`config.mk`:
```
export PLATFORM = sky130hd
export DESIGN_NAME = mul_seq
export DESIGN_NICKNAME = d
export VERILOG_FILES = /design/src/rtl/picomips_pkg.sv /design/src/rtl/mul_seq.sv
export SDC_FILE = /design/constraint.sdc
export NUM_CORES = 1
export LEC_CHECK = 0
export CAP_MARGIN = 20
export CORE_ASPECT_RATIO = 2
export CORE_MARGIN = 2
export CORE_UTILIZATION = 40
export CTS_CLUSTER_DIAMETER = 60
export DETAILED_ROUTE_END_ITERATION = 16
export HOLD_SLACK_MARGIN = 0.05
export MAX_ROUTING_LAYER = met4
export PLACE_DENSITY = 0.67
export SETUP_SLACK_MARGIN = 0.2
export SLEW_MARGIN = 20
export SYNTH_ARGS = -nofsm -noshare
export SYNTH_HDL_FRONTEND = slang
export SYNTH_SLANG_ARGS = --single-unit
```
`constraint.sdc`:
```
create_clock -name clk -period 4.84 [get_ports clk]
set_input_delay 0.484 -clock clk [delete_from_list [all_inputs] [get_ports clk]]
set_output_delay 0.484 -clock clk [all_outputs]
set_load 0.005 [all_outputs]
```
`src/rtl/picomips_pkg.sv`:
```
// Shared definitions for the picoMIPS datapath blocks: multiplier FSM states and
// register-file address width.
package picomips_pkg;

  localparam int unsigned REG_ADDR_W = 5;

  typedef enum logic [1:0] {
    IDLE = 2'd0,
    BUSY = 2'd1,
    DONE = 2'd2
  } state_t;

endpackage

```
`src/rtl/mul_seq.sv`:
```
// Sequential signed shift-add multiplier: one partial product per cycle, with an
// integer or saturating Q1.(n-1) fractional result written to the register file.
module mul_seq
  import picomips_pkg::*;
#(
  parameter int unsigned n = 8
) (
  input  logic                  clk,
  input  logic                  reset,
  input  logic                  start,
  input  logic                  frac,
  input  logic [n-1:0]          a,
  input  logic [n-1:0]          b,
  input  logic [REG_ADDR_W-1:0] dest,
  output logic                  busy,
  output logic                  done,
  output logic                  w,
  output logic [n-1:0]          Wdata,
  output logic [REG_ADDR_W-1:0] Waddr
);

  localparam int unsigned PW = 2 * n;
  localparam int unsigned CW = $clog2(n + 1);
  localparam logic [n-1:0] MIN_NEG = {1'b1, {(n-1){1'b0}}};
  localparam logic [n-1:0] MAX_POS = {1'b0, {(n-1){1'b1}}};

  state_t                  state_q, state_d;
  logic [PW-1:0]           acc_q, acc_d;
  logic [PW-1:0]           mcand_q, mcand_d;
  logic [n-1:0]            mplier_q, mplier_d;
  logic [CW-1:0]           count_q, count_d;
  logic                    frac_q, frac_d;
  logic                    sat_q, sat_d;
  logic [REG_ADDR_W-1:0]   dest_q, dest_d;
  logic [n-1:0]            wdata_q, wdata_d;
  logic [REG_ADDR_W-1:0]   waddr_q, waddr_d;
  logic                    busy_q, busy_d;
  logic                    done_q, done_d;
  logic                    w_q, w_d;
  logic [PW-1:0]           pp;
  logic [PW-1:0]           product;

  always_ff @(posedge clk or posedge reset) begin
    if (reset) begin
      state_q  <= IDLE;
      acc_q    <= '0;
      mcand_q  <= '0;
      mplier_q <= '0;
      count_q  <= '0;
      frac_q   <= 1'b0;
      sat_q    <= 1'b0;
      dest_q   <= '0;
      wdata_q  <= '0;
      waddr_q  <= '0;
      busy_q   <= 1'b0;
      done_q   <= 1'b0;
      w_q      <= 1'b0;
    end else begin
      state_q  <= state_d;
      acc_q    <= acc_d;
      mcand_q  <= mcand_d;
      mplier_q <= mplier_d;
      count_q  <= count_d;
      frac_q   <= frac_d;
      sat_q    <= sat_d;
      dest_q   <= dest_d;
      wdata_q  <= wdata_d;
      waddr_q  <= waddr_d;
      busy_q   <= busy_d;
      done_q   <= done_d;
      w_q      <= w_d;
    end
  end

  // Status flags are computed for the next state so they come straight off flops.
  always_comb begin
    state_d  = state_q;
    acc_d    = acc_q;
    mcand_d  = mcand_q;
    mplier_d = mplier_q;
    count_d  = count_q;
    frac_d   = frac_q;
    sat_d    = sat_q;
    dest_d   = dest_q;
    wdata_d  = wdata_q;
    waddr_d  = waddr_q;
    busy_d   = 1'b0;
    done_d   = 1'b0;
    w_d      = 1'b0;
    pp       = '0;
    product  = acc_q;

    unique case (state_q)
      IDLE, DONE: begin
        if (start) begin
          state_d  = BUSY;
          acc_d    = '0;
          mcand_d  = {{n{a[n-1]}}, a};
          mplier_d = b;
          count_d  = CW'(n);
          frac_d   = frac;
          sat_d    = (a == MIN_NEG) && (b == MIN_NEG);
          dest_d   = dest;
          busy_d   = 1'b1;
        end else begin
          state_d = IDLE;
        end
      end
      BUSY: begin
        pp = mplier_q[0] ? mcand_q : '0;
        // The multiplier sign bit carries weight -2^(n-1), so the last step subtracts.
        product  = (count_q == CW'(1)) ? (acc_q - pp) : (acc_q + pp);
        acc_d    = product;
        mcand_d  = mcand_q << 1;
        mplier_d = mplier_q >> 1;
        count_d  = count_q - CW'(1);
        if (count_q == CW'(1)) begin
          state_d = DONE;
          done_d  = 1'b1;
          w_d     = (dest_q != '0);
          waddr_d = dest_q;
          if (!frac_q)    wdata_d = product[n-1:0];
          else if (sat_q) wdata_d = MAX_POS;
          else            wdata_d = product[PW-2:n-1];
        end else begin
          busy_d = 1'b1;
        end
      end
      default: state_d = IDLE;
    endcase
  end

  assign busy  = busy_q;
  assign done  = done_q;
  assign w     = w_q;
  assign Wdata = wdata_q;
  assign Waddr = waddr_q;

endmodule

```
==> flow_metrics.py <==
metrics = {
    "global_routing": {
        "grt-ovfl-total": 0,
        "grt_pass1_wl_mm": 18.8,
        "grt_pass1_vias": 3622,
        "antenna_found_initial": 0,
        "grt_max_degree": 43,
        "grt_use_total_pct": 24.0,
    },
    "timing": {
        "slew_viol_final": 0,
        "rsz0062_at_grt": "false",
        "tns_ns": 0,
        "layout_min_cycle_time_ns": 4.13,
        "relSlewSlack_pct": 27.6,
        "final-hold-violation-count": 0,
        "tightest_slew_ns": 1.09,
        "fmax_mhz": 242,
        "fin_skew_ns": 0.00447,
        "period_share_pct": 85.3,
        "finalSetupViolations": 0,
    },
    "yosys": {
        "async_flop_share_pct": 100,
        "synthesis.area_um2": 3970,
        "postSynthAreaPerCell_um2": 8.69,
        "yosysMostFrequentCell": "nand2_1",
        "ys_top_cells_by_count": "nand2_1, dfrtp_1, nor2_1, o21ai_0, clkbuf_1",
        "yosysTopAreaCell": "dfrtp_1",
        "synth_top_area_share_pct": 42.2,
        "syn-num-nets": 500,
        "synth_edf_count": 0,
        "netlist_instances": 457,
        "synthFlopType": "dfrtp_1",
        "yosys_warnings": 0,
        "synth.area.top_cells": "dfrtp_1, nand2_1, ha_1, nor2_1, o21ai_0",
        "synth_cell_types": 55,
        "ys_seq_area_share_pct": 42.2,
        "synth-seq-cells": 67,
    },
    "worst_setup_path": {
        "crit_path_max_incr_delay_ns": 0.78,
        "reg2reg_slack_ns": 0.71,
        "crit_arrival_ns": 4.38,
        "start_kind": "flip-flop",
        "cp_data_required_time_ns": 5.09,
        "path_class": "reg -> reg",
        "crit_buf_inv": 0,
        "end_kind": "flip-flop",
        "critPathMaxFanout": 24,
        "crit_family": "compound AO/OA/AOI/OAI gates",
        "cp_cell_sequence": "nand2_1 -> ha_1 -> a21oi_1 -> nor3_1 -> a311o_1 -> ha_1 -> nand2_1 -> a2111oi_0 -> nor3_1 -> xnor2_1 -> o22ai_1 -> o21ai_0",
        "cp_slowest_cell": "dfrtp_1",
    },
    "layout": {
        "nNetsFinal": 532,
        "synthToLayoutAreaGrowth_pct": 22.1,
        "n_antenna_cell": 0,
        "drive_gt1_share_pct": 8.10,
    },
    "drt": {
        "drt_pre_antenna_iters": 4,
        "wire_per_inst_um": 18.7,
        "drtIter0Drc": 139,
        "via_per_inst": 5.61,
        "route.detailed.drc": 0,
        "vias": 3512,
        "routed_wl_mm": 11.7,
        "ant_nets": 0,
    },
    "floorplanning": {
        "fp.dieW_um": 74.5,
        "die_y_um": 145,
        "die-area_um2": 10800,
        "initial_utilization_pct": 40.9,
        "io_pins": 41,
        "core_um2": 9700,
        "rows": 51,
    },
    "cts": {
        "cts_num_sinks": 67,
        "post-cts-setup-buffer-count": 0,
        "cts.clk_slew.worst_paths_ns": 0.06,
        "clk_path_buf_depth": 2,
        "clk_latency_ns": 0.34,
        "htreeDepth": 3,
        "ctsResizeCount": 0,
        "cts_root_buffer": "clkbuf_16",
        "holdBufCountCts": 0,
        "tritoncts": "done",
        "numCtsBuffers": 9,
    },
    "placed_design": {
        "portBuffers": 40,
        "gp_congestion": 0.985,
        "dpl.hpwl_mm": 8.83,
    },
    "flow_run": {
        "cap_violations": 0,
    },
    "hold_path": {
        "hold_path_class": "reg -> reg",
    },
    "outcome": {
        "status": "finished, final reports clean",
    },
}
[stage by stage]
stage               hold slack [ns]  cell area [um2]  utilization, %  worst slack [ns]  instances
floorplan                     0.450             3970               -              1.10        457
global placement              0.464             4490            46.3             0.868        610
detailed placement            0.469             4490            46.3             0.802        610
CTS                           0.483             4840            49.9             0.780        626
global route                  0.503             4850            50.0             0.226        626
finish                        0.477             4850            50.0             0.710        626
[final cells by class]
| class | instances | area [um2] |
|---|---|---|
| Clock inverter | 7 | 125 |
| Inverter | 12 | 45.0 |
| Sequential cell | 67 | 1680 |
| Multi-Input combinational cell | 352 | 2160 |
| Tap cell | 132 | 165 |
| Clock buffer | 9 | 225 |
| Timing Repair Buffer | 47 | 453 |
| Fill cell | 959 | 4850 |
[state kept, by name, summed over array words and instances, names as in the netlist]
signal and cells:
Waddr 5, Wdata 8, acc_q 15, busy 1, count_q 4, dest_q 5, done 1, frac_q 1
mcand_q 15, mplier_q 8, sat_q 1, state_q 2, w 1
[worst reg2reg max path: stages (launching register included)]
cell       delay (ns)
dfrtp_1          0.78
nand2_1          0.17
ha_1             0.32
a21oi_1          0.28
nor3_1           0.09
a311o_1          0.33
ha_1             0.45
nand2_1          0.12
a2111oi_0        0.71
nor3_1           0.15
xnor2_1          0.33
o22ai_1          0.14
o21ai_0          0.18
[layer usage]
layer	GRT usage [%]	share of wire (%)	vias to the layer above
li1	-	-	1687
met1	25.5	35	1702
met2	40.7	55	88
met3	3.61	3.7	35
met4	13.8	5.6	0
met5	-	0	-
[worst paths after layout]
| check | from | to | cells after the start |
|---|---|---|---|
| worst min register to register | Wdata[1] | Wdata[1] | 2 |
| min in group asynchronous | reset | Wdata[6] | 2 |
| worst min-delay path | Wdata[1] | Wdata[1] | 2 |
| max in group asynchronous | reset | state_q[0] | 3 |
| worst max register to register | mplier_q[0] | Wdata[3] | 12 |
| worst max-delay path | mplier_q[0] | Wdata[3] | 12 |
[placed cells by master, fill, tap and decap left out, drive strengths merged, types with 2 or more instances in the layout]
master / count
nand2b: 5
xnor2: 14
a21oi: 18
o21ai: 29
and3: 3
ha: 17
clkinv: 3
or3: 3
clkdlybuf4s50: 40
a221o: 8
xor2: 7
o41ai: 3
a21o: 5
bufinv: 3
nand2: 99
nor4: 4
o31ai: 2
o22ai: 4
nor4b: 3
nor2b: 9
mux2i: 2
inv: 13
buf: 7
nor2: 39
or4: 2
nand3: 4
a22o: 13
o21a: 3
or4b: 2
dfrtp: 67
or2: 2
nand4: 4
a211oi: 2
a2111oi: 3
a31oi: 18
nor3: 9
clkbuf: 9
[cell families (layout without fill, tap and decap cells)]
logic type	count (synthesis)	count (layout)	synth area share, %
adders and majority gates	18	18	5.86
xor gates and xnor gates	21	21	4.63
muxes	2	2	0.504
DFF	67	67	42.2
and+or+nand+nor	191	191	21.8
AOI/OAI and AO/OA	120	120	21.4
buffers and inverters	38	75	3.59
Power is left out: the tool's default activity adds up to more than one toggle a clock period on the data nets, which glitch-free logic cannot reach.
